<file path="src/rtl/clk_wiz_vio_if.sv">
// ---------------------------------------------------------------------------
// clk_wiz_vio_if
// Probe and host bus for clk_wiz_vio. The monitored input, the capture
// results and the host-written virtual output are grouped here. The clock,
// the reset, clk_out1 and locked stay as plain ports on the block.
//
// Signals:
//   probe_in0  [PROBE_W]  monitored value, driven by the master
//   probe_cap  [PROBE_W]  last captured probe_in0
//   probe_chg  [1]        one-cycle pulse after a capture that changed value
//   probe_cnt  [16]       number of captures taken, wraps at 2^16
//   host_we    [1]        write strobe for probe_out0
//   host_wdata [PROBE_W]  write data for probe_out0
//   probe_out0 [PROBE_W]  host-driven virtual output
//
// Modports:
//   master  the host/observer side (testbench or debug hub)
//   slave   clk_wiz_vio
// ---------------------------------------------------------------------------
`timescale 1ns/1ps

interface clk_wiz_vio_if #(
    parameter int PROBE_W = 32
);
    logic [PROBE_W-1:0] probe_in0;
    logic [PROBE_W-1:0] probe_cap;
    logic               probe_chg;
    logic [15:0]        probe_cnt;
    logic               host_we;
    logic [PROBE_W-1:0] host_wdata;
    logic [PROBE_W-1:0] probe_out0;

    modport master (
        output probe_in0,
        output host_we,
        output host_wdata,
        input  probe_cap,
        input  probe_chg,
        input  probe_cnt,
        input  probe_out0
    );

    modport slave (
        input  probe_in0,
        input  host_we,
        input  host_wdata,
        output probe_cap,
        output probe_chg,
        output probe_cnt,
        output probe_out0
    );
endinterface

</file>
<file path="src/rtl/clk_wiz_vio.sv">
// ---------------------------------------------------------------------------
// clk_wiz_vio
// Behavioural stand-in for a clock wizard plus virtual I/O probe block.
// After reset is released, a lock counter runs for LOCK_CYCLES clk_in1 edges
// and then asserts locked. Once locked, clk_out1 is divided from clk_in1 with
// a half-period of DIV_HALF cycles. Each rising edge of clk_out1 captures
// probe_in0 into probe_cap, counts the capture in probe_cnt and pulses
// probe_chg if the captured value changed. probe_out0 is a host-written
// register that ignores lock and captures entirely.
//
// Ports:
//   clk_in1   in   sole clock, all state updates on its rising edge
//   reset     in   synchronous, active-high
//   clk_out1  out  divided clock, straight from a flop, low while unlocked
//   locked    out  high once the lock sequence has completed
//   bus       slave modport of clk_wiz_vio_if (probe and host signals)
//
// Lock FSM:
//   state      | meaning
//   -----------+-----------------------------------------------------------
//   ST_LOCKING | counting clk_in1 edges since reset release, clk_out1 held 0
//   ST_LOCKED  | lock reached, divider running, captures enabled
// ---------------------------------------------------------------------------
`timescale 1ns/1ps

module clk_wiz_vio #(
    parameter int DIV_HALF    = 2,
    parameter int LOCK_CYCLES = 16,
    parameter int PROBE_W     = 32
) (
    input  logic           clk_in1,
    input  logic           reset,
    output logic           clk_out1,
    output logic           locked,
    clk_wiz_vio_if.slave   bus
);

    typedef enum logic [0:0] {
        ST_LOCKING = 1'b0,
        ST_LOCKED  = 1'b1
    } state_t;

    localparam logic [15:0] LOCK_TC = 16'(LOCK_CYCLES);
    localparam logic [7:0]  DIV_TC  = 8'(DIV_HALF - 1);

    state_t             state_q;
    state_t             state_d;

    logic [15:0]        lock_cnt_q;
    logic [15:0]        lock_cnt_inc;
    logic               lock_cnt_en;
    logic               div_en;

    logic [7:0]         div_cnt_q;
    logic               div_hit;
    logic               clk_out1_q;
    logic               cap_evt;

    logic [PROBE_W-1:0] probe_cap_q;
    logic               probe_chg_q;
    logic [15:0]        probe_cnt_q;
    logic [PROBE_W-1:0] probe_out0_q;

    // -----------------------------------------------------------------------
    // Lock FSM
    // -----------------------------------------------------------------------
    always_ff @(posedge clk_in1) begin
        if (reset) begin
            state_q <= ST_LOCKING;
        end else begin
            state_q <= state_d;
        end
    end

    // The counter value after this edge is compared, so locked rises on the
    // very edge that brings the count to LOCK_CYCLES.
    assign lock_cnt_inc = lock_cnt_q + 16'd1;

    always_comb begin
        state_d = state_q;
        case (state_q)
            ST_LOCKING: begin
                if (lock_cnt_inc == LOCK_TC) begin
                    state_d = ST_LOCKED;
                end
            end
            ST_LOCKED: begin
                state_d = ST_LOCKED;
            end
            default: begin
                state_d = ST_LOCKING;
            end
        endcase
    end

    always_comb begin
        locked      = 1'b0;
        lock_cnt_en = 1'b0;
        div_en      = 1'b0;
        case (state_q)
            ST_LOCKING: begin
                lock_cnt_en = 1'b1;
            end
            ST_LOCKED: begin
                locked = 1'b1;
                div_en = 1'b1;
            end
            default: begin
                lock_cnt_en = 1'b0;
            end
        endcase
    end

    always_ff @(posedge clk_in1) begin
        if (reset) begin
            lock_cnt_q <= 16'd0;
        end else if (lock_cnt_en) begin
            lock_cnt_q <= lock_cnt_inc;
        end
    end

    // -----------------------------------------------------------------------
    // Clock divider
    // -----------------------------------------------------------------------
    assign div_hit = (div_cnt_q == DIV_TC);

    always_ff @(posedge clk_in1) begin
        if (reset) begin
            div_cnt_q  <= 8'd0;
            clk_out1_q <= 1'b0;
        end else if (div_en) begin
            if (div_hit) begin
                div_cnt_q  <= 8'd0;
                clk_out1_q <= ~clk_out1_q;
            end else begin
                div_cnt_q <= div_cnt_q + 8'd1;
            end
        end
    end

    assign clk_out1 = clk_out1_q;

    // -----------------------------------------------------------------------
    // Probe capture: fires on the edge where the clk_out1 flop goes 0 -> 1
    // -----------------------------------------------------------------------
    assign cap_evt = div_en & div_hit & ~clk_out1_q;

    always_ff @(posedge clk_in1) begin
        if (reset) begin
            probe_cap_q <= '0;
            probe_chg_q <= 1'b0;
            probe_cnt_q <= 16'd0;
        end else if (cap_evt) begin
            probe_cap_q <= bus.probe_in0;
            probe_chg_q <= (bus.probe_in0 != probe_cap_q);
            probe_cnt_q <= probe_cnt_q + 16'd1;
        end else begin
            probe_chg_q <= 1'b0;
        end
    end

    // -----------------------------------------------------------------------
    // Host-driven virtual output
    // -----------------------------------------------------------------------
    always_ff @(posedge clk_in1) begin
        if (reset) begin
            probe_out0_q <= '0;
        end else if (bus.host_we) begin
            probe_out0_q <= bus.host_wdata;
        end
    end

    assign bus.probe_cap  = probe_cap_q;
    assign bus.probe_chg  = probe_chg_q;
    assign bus.probe_cnt  = probe_cnt_q;
    assign bus.probe_out0 = probe_out0_q;

endmodule

</file>
<file path="src/flat_wrapper.sv">
// flat-port wrapper written by rule: the top's interface ports become plain ports
module clk_wiz_vio_flat 
#(
    parameter int DIV_HALF    = 2,
    parameter int LOCK_CYCLES = 16,
    parameter int PROBE_W     = 32
)
  (clk_in1, reset, clk_out1, locked, bus_probe_in0, bus_host_we, bus_host_wdata, bus_probe_cap, bus_probe_chg, bus_probe_cnt, bus_probe_out0);
  clk_wiz_vio_if #(.PROBE_W(PROBE_W)) bus_i ();
  input  logic clk_in1;
  input  logic reset;
  output logic clk_out1;
  output logic locked;
  input wire logic [$bits(bus_i.probe_in0)-1:0] bus_probe_in0;
  input wire logic [$bits(bus_i.host_we)-1:0] bus_host_we;
  input wire logic [$bits(bus_i.host_wdata)-1:0] bus_host_wdata;
  output wire logic [$bits(bus_i.probe_cap)-1:0] bus_probe_cap;
  output wire logic [$bits(bus_i.probe_chg)-1:0] bus_probe_chg;
  output wire logic [$bits(bus_i.probe_cnt)-1:0] bus_probe_cnt;
  output wire logic [$bits(bus_i.probe_out0)-1:0] bus_probe_out0;
  assign bus_i.probe_in0 = bus_probe_in0;
  assign bus_i.host_we = bus_host_we;
  assign bus_i.host_wdata = bus_host_wdata;
  assign bus_probe_cap = bus_i.probe_cap;
  assign bus_probe_chg = bus_i.probe_chg;
  assign bus_probe_cnt = bus_i.probe_cnt;
  assign bus_probe_out0 = bus_i.probe_out0;
  clk_wiz_vio #(.DIV_HALF(DIV_HALF), .LOCK_CYCLES(LOCK_CYCLES), .PROBE_W(PROBE_W)) u_core (.clk_in1(clk_in1), .reset(reset), .clk_out1(clk_out1), .locked(locked), .bus(bus_i));
endmodule
</file>
<file path="config.mk">
export PLATFORM = sky130hd
export DESIGN_NAME = clk_wiz_vio_flat
export DESIGN_NICKNAME = d
export VERILOG_FILES = /design/src/rtl/clk_wiz_vio_if.sv /design/src/rtl/clk_wiz_vio.sv /design/src/flat_wrapper.sv
export SDC_FILE = /design/constraint.sdc
export NUM_CORES = 1
export LEC_CHECK = 0
export CORE_UTILIZATION = 43
export DETAILED_ROUTE_END_ITERATION = 6
export PLACE_DENSITY = 0.8
export SLEW_MARGIN = 20
export SYNTH_ARGS = -nofsm -noshare
export SYNTH_HDL_FRONTEND = slang
export SYNTH_SLANG_ARGS = --single-unit
</file>
<file path="constraint.sdc">
create_clock -name clk_in1 -period 5.2 [get_ports clk_in1]
set_input_delay 0.52 -clock clk_in1 [delete_from_list [all_inputs] [get_ports clk_in1]]
set_output_delay 0.52 -clock clk_in1 [all_outputs]
set_load 0.05 [all_outputs]
</file>
==> metrics list, run 1 <==
- The run finished with clean final reports.
- Number of different library cells in the post-synthesis netlist: 36
- Die Height: roughly 110 um
- Total negative slack for setup checks: 0 ns
- Dividing the final minimum period by the clock period gives 0.512.
- Slew at the pin closest to its max-slew limit: 0.912 ns
* Tightest slew margin relative to the limit: 0.392
- The path class of the tightest hold or removal check is flop to flop.
- The via count of the first global-routing pass was 3,526.
- The root buffer cell chosen for the clock tree is clkbuf_8.
* Average instance area after synthesis: between 8 and 9 um^2
- Summed over all layers, the global routing overflow is 0.
- STA puts the critical path data arrival time at about 3.0 ns.
* CP peak stage delay: 0.74 ns
* Maximum number of pins on one net before global-route repair: 58
* Layout Cell Area excl Fill: 6350 um^2
* Setup repair after global routing missed its margin: false
- Along the worst path, the maximum fanout reaches 39.
- Yosys printed 0 warnings.
- Number of non-filler instances in the completed layout: around 800
- Post-CTS setup-driven buffer insertion count: 0
* Total of cells resized after clock tree synthesis: 0
* Antenna violations before repair: 0
- Final Slew Violations: 0
- Fin nets: between 700 and 800
- Global-route wire length before repair: 17,200 um
- The routed layout has 4,049 vias.
- Most common cell after layout, fill and taps aside: clkdlybuf4s50_1
- Post-Synthesis Cells: 524
- Setup violations remaining at the end of the flow were counted as 0.
- Counting tap cells, the placed design contains a total of 783 instances.
- Leakage dissipation: around 2.2 nW
* Core occupancy in the finished layout: 0.613
- Based on the critical path, the design can be clocked at up to 0.376 GHz.
- After detailed routing, the number of remaining DRC violations is 0.
* Proportion of layout cells with a drive suffix above 1: 0.0407
* Total nets after synthesis: 596
- Summing all placed instances gives a cell area of ~6200 um^2.
* Count of buffer and inverter cells on the critical path: 1
- Cell family with most CP delay: simple AND/OR/NAND/NOR gates
- The die is 106 um wide.
* Cell Chain, Critical Path: or4b_4 > nor3_4 > buf_4 > nand4_1 > or3_1 > a21oi_1
- Count of state elements after synthesis: about 110
* Number of nets with antenna violations after routing: 0
* Starting DRT DRC Count: 199
- Antenna Cells: 0
- Class of the most critical setup path: flop to flop
* Clock tree from TritonCTS: built
* Compound-cell area share of the yosys netlist: 0.0586
* Worst hold slack: 0.487 ns
* Post-CTS Hold Buffers: 0
- Power density normalized to cell area: 240 nW/um^2
- Buffers placed on the I/O ports in this run total 149.
* Clock slew at the register clock pins of the worst setup and hold paths: between 0.1 and 0.15 ns
* Detail-routed via count per cell: 5.07
* Simple-gate share of the synthesized area: 0.233
* Type of element capturing the critical path: flop
- In the final routed layout, each cell accounts on average for around 14 um.
- Maximum vdd drop: 0.145 mV
- Count of filler cells inserted in the layout: 897
* DP Wirelength: 7780 um
- Measured against the total synthesized area, the mux share comes to 0.0717.
- CTS Buf Count: 9
* Longest Clk Path Bufs: 2
- Kind of start point of the critical path: flop
- The die covers 11,100 um^2.
- Global placement routability congestion: 0.836
- Max-cap violations: 0
* Core Box Area: 10,400 um^2
- Pre-Repair DR Iteration Count: 4
* Area share of xor/xnor cells in the synthesized design: 0.131
- Synthesized-area fraction occupied by adder cells: 0.0136
- Initial Utilization: 0.444
* Total track usage: 0.189
* Netlist Area Pre-Place: 4610 um^2
- Data required time at the worst endpoint: 5.50 ns
- Clock insertion delay at the later pin of the skew report: between 0.3 and 0.4 ns
- The floorplan has 37 rows.
- Relative to the synthesized area, the layout overhead comes to 37.8%.
- Top library cells by usage in the layout, fill and taps aside: clkdlybuf4s50_1, dfxtp_1, nand2_1
- Boundary pin count: 150
* Clock Skew: 0.0154 ns
- The largest individual stage delay along the critical path comes from the cell dfxtp_1.
- The final layout contains routed wiring with a total length of 10,800 um.
* Dominant combinational cell family by area after synthesis: simple AND/OR/NAND/NOR gates
* Clock period minus final worst setup slack: 2.66 ns
- H-tree Lvls: 3
* Hold Fails Final Rpt: 0
- Clock Sinks: approximately 110
- Of the synthesized area, sequential elements account for 0.465.
==> cell type report <==
| type | count | area, um^2 | area share |
|---|---|---|---|
| clock inverter | 6 | 55.1 | 0.00866 |
| inverter | 3 | 11.3 | 0.00177 |
| sequential | 107 | 2140 | 0.337 |
| tap | 136 | 170 | 0.0268 |
| timing repair buffer | 151 | 1500 | 0.236 |
| clock buffer | 10 | 128 | 0.0201 |
| multi-input combinational | 386 | 2350 | 0.370 |
==> cell families after synthesis <==
kind of cell / count (synthesis)
and+or+nand+nor: 230
DFF: 107
xor gates and xnor gates: 69
AOI/OAI and AO/OA: 49
muxes: 33
buffers and inverters: 31
adders and majority gates: 5
==> final timing paths <==
| check | to | depth (start not counted) | start | slack, ns |
|---|---|---|---|---|
| worst min register to register | u_core.bus.probe_cap[19] | 2 | u_core.bus.probe_cap[19] | 0.49 |
| worst min-delay path | u_core.bus.probe_cap[19] | 2 | u_core.bus.probe_cap[19] | 0.49 |
| worst max register to register | u_core.bus.probe_cnt[14] | 6 | u_core.state_q | 2.54 |
| worst max-delay path | u_core.bus.probe_cnt[14] | 6 | u_core.state_q | 2.54 |
==> cells in the mapped netlist <==
master / n / area share
nor4_1: 7 / 0.0095
o2bb2ai_1: 1 / 0.0019
and3_1: 7 / 0.0095
and2_1: 1 / 0.0014
buf_2: 6 / 0.0065
or3_1: 5 / 0.0068
o32ai_1: 2 / 0.0038
nand2b_1: 1 / 0.0014
o21ai_0: 4 / 0.0043
nand4_1: 24 / 0.033
nor4_4: 1 / 0.0046
nor2b_1: 2 / 0.0027
and4_1: 2 / 0.0038
nand2_1: 83 / 0.068
o21bai_1: 1 / 0.0016
mux2i_1: 33 / 0.072
ha_1: 5 / 0.014
and4b_1: 1 / 0.0022
a31oi_1: 1 / 0.0014
or2_2: 2 / 0.0027
nor2_1: 73 / 0.059
nor4bb_1: 1 / 0.0022
a211oi_2: 1 / 0.0027
dfxtp_1: 107 / 0.46
or4_1: 1 / 0.0016
nor3_2: 1 / 0.0022
nand3_1: 11 / 0.012
buf_1: 4 / 0.0033
nor3_1: 5 / 0.0054
clkbuf_1: 18 / 0.015
a21oi_1: 38 / 0.041
xnor2_1: 41 / 0.078
a211oi_1: 1 / 0.0016
xor2_1: 28 / 0.053
inv_1: 3 / 0.0024
or4b_4: 2 / 0.0060
==> worst register-to-register path, delay by kind of cell (launching register included) <==
kind	cells	cell delay, ns
flops	1	0.74
simple gates	4	1.32
buf+inv	1	0.39
compound gates	1	0.15
==> report_power, final <==
| group | internal (mW) | switching [mW] |
|---|---|---|
| Sequential | 0.836 | 0.0104 |
| Combinational | 0.0933 | 0.106 |
| Clock | 0.185 | 0.296 |
==> registers in the layout, indices dropped and copies added (netlist names) <==
| register | cells |
|---|---|
| u_core.bus.probe_out0 | 32 |
| u_core.clk_out1 | 1 |
| u_core.lock_cnt_q | 16 |
| u_core.bus.probe_cap | 32 |
| u_core.bus.probe_cnt | 16 |
| u_core.div_cnt_q | 8 |
| u_core.bus.probe_chg | 1 |
| u_core.state_q | 1 |
==> stage by stage <==
stage                     setup slack, ns  power, mW
after global routing                 2.34       1.59
after detailed placement             2.57       1.06
after global placement               2.69       1.06
after floorplan                      2.98      0.970
final                                2.54       1.53
after CTS                            2.55       1.54
==> per-layer routing <==
| metal | routed length, um | part of all wire | GRT usage | vias up |
|---|---|---|---|---|
| met5 | 0 | 0 | 0 | - |
| met4 | 89 | 0.0082 | 0.0446 | 0 |
| met3 | 704 | 0.065 | 0.0433 | 11 |
| met2 | 5270 | 0.49 | 0.314 | 117 |
| met1 | 4790 | 0.44 | 0.250 | 1891 |
| li1 | - | - | - | 2030 |
No activity file was read; power rests on OpenSTA's default activity.
==> run 2, diff against run 1 <==
--- a/config.mk
+++ b/config.mk
@@ -5,9 +5,9 @@
 export SDC_FILE = /design/constraint.sdc
 export NUM_CORES = 1
 export LEC_CHECK = 0
-export CORE_UTILIZATION = 43
+export CORE_UTILIZATION = 42
 export DETAILED_ROUTE_END_ITERATION = 6
-export PLACE_DENSITY = 0.8
+export PLACE_DENSITY = 0.82
 export SLEW_MARGIN = 20
 export SYNTH_ARGS = -nofsm -noshare
 export SYNTH_HDL_FRONTEND = slang
==> constraint.sdc (replaced) <==
create_clock -name clk_in1 -period 2.23 [get_ports clk_in1]
set_input_delay 0.223 -clock clk_in1 [delete_from_list [all_inputs] [get_ports clk_in1]]
set_output_delay 0.223 -clock clk_in1 [all_outputs]
set_load 0.05 [all_outputs]
==> run 2 against run 1 <==
Effect of this change: clock power increased to 2.5 times the previous value; critical path depth increased by 1; critical endpoint is now u_core.bus.probe_cnt[12]; sequential share of layout area decreased by 0.49 points; utilization increased by 0.35 points; final cell count increased by 1.1%; maximum frequency increased by 26%; worst setup slack got worse by 2.4 ns; non-clock buffer count increased by 9.
==> metrics list, run 2 (synthesized netlist as in run 1, its figures left out) <==
- The number of antenna diodes in the final layout is 0.
* Power density normalized to cell area: roughly 570 nW/um^2
- The worst path in the final design needs a cycle of 2.11 ns, including I/O delays and setup.
* Hold Fails Final Rpt: 0
- The first global-routing pass estimated 18,600 um of wire.
- Max-cap violations: 0
* Wirelength, routed: 11,700 um
- Data required time at the worst endpoint: 2.54 ns
* Type of the worst min-delay path: input port to flop
- The final layout contains 739 nets.
- The library cell used most frequently in the layout, excluding fill and tap cells, is clkdlybuf4s50_1.
- For met2 alone, demand over resource in global routing was 0.349.
* Total vias in the final route: around 4.1k
- In the global route stage, overall resource usage came out at 0.204.
* Horiz. Die Dim: around 110 um
- During I/O placement, the number of pins put on the boundary was 150.
* Longest Clk Path Bufs: 2
* Proportion of layout cells with a drive suffix above 1: 0.0536
- Clock latency on the worst-skew pair, taken at its later pin, is 0.37 ns.
* Die Height: 107 um
- At the pin with the least slew margin, the transition time is 0.545 ns.
- Sequential cell area: roughly 2100 um^2
* Detail-routed via count per cell: about 5
- The kind of cell with the highest combined delay along the critical path is simple AND/OR/NAND/NOR gates.
- Worst hold slack: 0.242 ns
- The number of hold buffers added after CTS was 0.
- H-tree Lvls: 3
- Adding up every negative setup slack in the final design gives 0 ns.
* Met1 track demand over resource in global routing: 0.253
* Row cnt: 37
- Slowest stage cell, crit path: or4b_4
- Maximum vdd drop: 0.424 mV
- CTS Buf Count: 9
- TritonCTS built the clock tree.
- Area Growth Syn to Fin: 39.9%
- Summing all multi-input logic gate instances after layout gives 2350 um^2.
* Kind of start point of the critical path: flop
- The worst setup path is captured at a flop.
* DP Wirelength: 8570 um
- In the finished design, the share of the clock period the worst path needs comes to 0.946.
- Setup repair after global routing missed its margin: false
* Tightest slew margin relative to the limit: 0.633
- Final Slew Violations: 0
- Input/output buffers: 149
* Count of filler cells inserted in the layout: 910
* Starting DRT DRC Count: roughly 210
- CP peak stage delay: 0.51 ns
- Global routing met3 resource utilization: 0.0340
- Clock tree synthesis selected as its root buffer the cell clkbuf_8.
* Cell Chain, Critical Path: inv_1 > ha_1 > or4b_4 > nor3_4 > nand4_1 > or3_1 > a21oi_1
* Leakage dissipation: 2.29 nW
* Max Clock Freq: 0.474 GHz
* DR WL/cell: ~15 um
* Vias in the first global route: 3,851
- Critical Path Fanout Max: 6
* Number of failing setup endpoints in the final timing report: 0
- Pre-Repair DR Iteration Count: 4
- The worst setup path is of the flop to flop kind.
- Clock-pin slew was measured on the worst setup and hold paths at 0.10 ns.
- Counting both buffers and inverters, the worst setup path holds a total of 1.
- Clock Sinks: ~110
- For this run the aggregate overflow at the end of global routing stands at 0.
- Number of nets with antenna violations after routing: 0
- Routability-driven placement finished with a final weighted congestion of 0.786.
- Core Box Area: 10,500 um^2
- Floorplan die area: 11,400 um^2
- Between clock sinks in the finished design, the worst skew comes to around 0.010 ns.
- DRC violation count after routing: 0
- Most Used Layer, Global Route: met2
- The initial utilization of the core area, before any placement, comes to 0.441.
- The top cell types in the final layout, fill and taps aside, are clkdlybuf4s50_1, dfxtp_1, nand2_1.
- Entering global routing, the biggest net connects 39 pins.
* Antenna violations before repair: 0
- Run status: complete, no violations
* Critical path data arrival time: 2.42 ns
[run 2: timing repair]
item                                    CTS  global route
buffers inserted                          0             1
endpoints found under the setup margin    0             2
gates resized for setup                   0             0
[run 2: where the power goes]
part	switching [mW]	total, mW	internal [mW]
Clock	0.691	1.22	0.526
Combinational	0.250	0.470	0.220
Sequential	0.0242	1.97	1.95
Total	0.965	3.66	2.69
[run 2: area by class of cell]
type | count | share of cell area
tap | 136 | 0.0264
inverter | 3 | 0.00175
multi-input combinational | 386 | 0.364
sequential | 107 | 0.332
clock buffer | 9 | 0.0192
clock inverter | 7 | 0.0114
timing repair buffer | 160 | 0.245
[run 2: through the flow]
step                worst slack, ns   util  area, um^2  instances  total power, mW
finish                        0.120  0.616        6450        808             3.66
global route                 0.0151  0.616        6450        808             3.80
CTS                           0.105  0.616        6440        807             3.69
detailed placement            0.142  0.597        6240        791             2.49
global placement              0.206  0.597        6240        791             2.48
floorplan                    0.0113      -        4610        524             2.26
[run 2: worst min-delay path, cell delays in order]
cell and delay, ns:
buf_2 0.11, nor4bb_1 0.06, nand4_1 0.10, o32ai_1 0.08
[run 2: routing by layer]
metal	part of all wire	vias to the layer above
met1	0.44	1904
met2	0.49	131
li1	-	2047
met4	0.020	0
met5	0	-
met3	0.047	18
[run 2: path summary, 6_finish.rpt]
kind | slack, ns | end | from | cells past startpoint
setup / recovery | 0.12 | u_core.bus.probe_cnt[12] | u_core.div_cnt_q[1] | 7
hold reg to reg | 0.49 | u_core.bus.probe_cap[28] | u_core.bus.probe_cap[28] | 2
setup reg to reg | 0.12 | u_core.bus.probe_cnt[12] | u_core.div_cnt_q[1] | 7
hold / removal | 0.24 | u_core.state_q | reset | 4
==> run 3, diff against run 2 <==
--- a/config.mk
+++ b/config.mk
@@ -5,8 +5,10 @@
 export SDC_FILE = /design/constraint.sdc
 export NUM_CORES = 1
 export LEC_CHECK = 0
+export CORE_MARGIN = 2
 export CORE_UTILIZATION = 42
 export DETAILED_ROUTE_END_ITERATION = 6
+export GPL_ROUTABILITY_DRIVEN = 0
 export PLACE_DENSITY = 0.82
 export SLEW_MARGIN = 20
 export SYNTH_ARGS = -nofsm -noshare
==> run 3 against run 2 <==
Effect of this change: maximum frequency rose by 0.58%; sequential share of layout area fell by 0.13 points; combinational power barely moved; non-clock buffer count rose by 1; hold slack got worse by 0.032 ns; sequential cell count did not move; critical endpoint unchanged; largest cell class unchanged.
==> metrics list, run 3 (synthesized netlist as in run 1, its figures left out) <==
- Run status: complete, no violations
* Input/output buffers: approximately 150
- Cell total after placement: 797
* DP Wirelength: 8340 um
- The tightest min-delay check is of the input port to flop type.
* Leakage dissipation: approximately 2.3 nW
* Total of cells resized after clock tree synthesis: 0
- Dividing the final minimum period by the clock period gives 0.940.
- For this run, design rule violations remaining after detail routing come to 0.
- Antenna violations before repair: 0
* Maximum vdd drop: approximately 0.28 mV
- Of all nets on the critical path, the largest fanout is 6.
* Slew at the pin closest to its max-slew limit: 0.538 ns
- In the final routed layout, each cell accounts on average for 13.8 um.
* Row cnt: 38
- Total vias in the final route: 4,098
- Final Slew Violations: 0
* Post-CTS setup-driven buffer insertion count: 0
- After detailed routing, the number of vias per cell comes to 5.04.
* Vias in the first global route: 3,798
* Critical path data arrival time: 2.40 ns
- Starting DRT DRC Count: 243
- After the last flow step, the layout net total stands at 740.
- After detailed routing, the total wire length is 11,200 um.
* Tightest slew margin relative to the limit: 0.640
* Kind of start point of the critical path: flop
* Placed standard-cell area: 6250 um^2
- TritonCTS built the clock tree.
* Horiz. Die Dim: ~110 um
* Proportion of layout cells with a drive suffix above 1: 0.0550
- Max Clock Freq: 0.477 GHz
- The library cell used most frequently in the layout, excluding fill and tap cells, is clkdlybuf4s50_1.
- From bottom edge to top edge, the die measures 109 um.
- The worst path needs 2.10 ns of the cycle, external delays included.
- For this run, the detailed router's first-pass iteration total came to 6.
- Number of non-filler instances in the completed layout: 813
- The worst setup path is of the flop to flop kind.
* Setup repair after global routing missed its margin: false
- In this run the standard cell core region covers about 11,000 um^2.
* Power density normalized to cell area: 573 nW/um^2
- In this run, post-CTS hold repair placed 0 buffers.
* Cell at the root of the clock tree: clkbuf_8
- Clock tree synthesis found a total of 107 sinks.
- After routing the design area is approximately 6500 um^2.
- Clock Skew: 0.00666 ns
* Remaining global-route overflow: 0
- CTS Buf Count: 9
* Total negative slack for setup checks: 0 ns
* Global-route wire length before repair: ~18,000 um
* Initial Utilization: 0.427
- Data required time at the worst endpoint: 2.54 ns
* Worst R2R Setup Slack: 0.13 ns
* Max-cap violations: 0
- Relative to the synthesized area, the layout overhead comes to 40.4%.
- Hold Fails Final Rpt: 0
- Type of element capturing the critical path: flop
* Worst hold slack: between 0.2 and 0.25 ns
* Total track usage: 0.186
- The repair_antennas step left the layout with diodes totalling 0.
- Top library cells by usage in the layout, fill and taps aside: clkdlybuf4s50_1, dfxtp_1, nand2_1
- Entering global routing, the biggest net connects 36 pins.
* Number of failing setup endpoints in the final timing report: 0
- CTS built an H-tree with a depth of 3.
- Boundary pin count: 150
* Number of nets with antenna violations after routing: 0
- Longest Clk Path Bufs: 2
- Clock slew at the register clock pins of the worst setup and hold paths: 0.10 ns
- The die covers 11,800 um^2.
- Clock insertion delay at the later pin of the skew report: 0.37 ns
- Overall power of the completed layout: between 3 and 4 mW
run 3: cell count changes in the layout (fill, tap and decap cells not counted):
cell	delta
clkbuf_8	+4
buf_4	+2
inv_6	-2
buf_12	-1
clkinv_2	-1
clkinvlp_4	-1
run 3: path summary, 6_finish.rpt:
check | startpoint | end | cells past startpoint
hold / removal | reset | u_core.lock_cnt_q[7] | 2
setup / recovery | u_core.div_cnt_q[1] | u_core.bus.probe_cnt[12] | 7
setup reg to reg | u_core.div_cnt_q[1] | u_core.bus.probe_cnt[12] | 7
hold reg to reg | u_core.bus.probe_cap[6] | u_core.bus.probe_cap[6] | 2
run 3: layout make-up:
cell class / count / area, um^2
clock inverter: 3 / 43.8
sequential: 107 / 2140
fill: 917 / 4320
timing repair buffer: 161 / 1570
inverter: 3 / 11.3
multi-input combinational: 386 / 2350
tap: 140 / 175
clock buffer: 13 / 179
run 3: worst max-delay path: stages, from the launching register on:
cell,delay (ns)
dfxtp_1,0.37
inv_1,0.08
ha_1,0.13
or4b_4,0.51
nor3_4,0.24
nand4_1,0.21
or3_1,0.37
a21oi_1,0.14
run 3: power by group:
part	internal [mW]	switching, mW
clock	0.642	0.624
combinational	0.220	0.248
sequential	1.95	0.0249
total	2.81	0.897
run 3: routing by layer:
| layer | share of wire | wire length (um) | vias to the layer above | GRT usage |
|---|---|---|---|---|
| met5 | 0 | 0 | - | 0 |
| met3 | 0.067 | 746 | 18 | 0.0400 |
| li1 | - | - | 2046 | - |
| met1 | 0.44 | 4870 | 1908 | 0.231 |
| met4 | 0.017 | 191 | 0 | 0.0687 |
| met2 | 0.48 | 5380 | 126 | 0.317 |
run 3: through the flow:
stage / setup slack (ns) / util
4_1_cts: 0.139 / 0.600
3_3_place_gp: 0.243 / 0.579
6_report: 0.133 / 0.600
2_1_floorplan: 0.0113 / -
3_5_place_dp: 0.149 / 0.579
5_1_grt: 0.0202 / 0.600
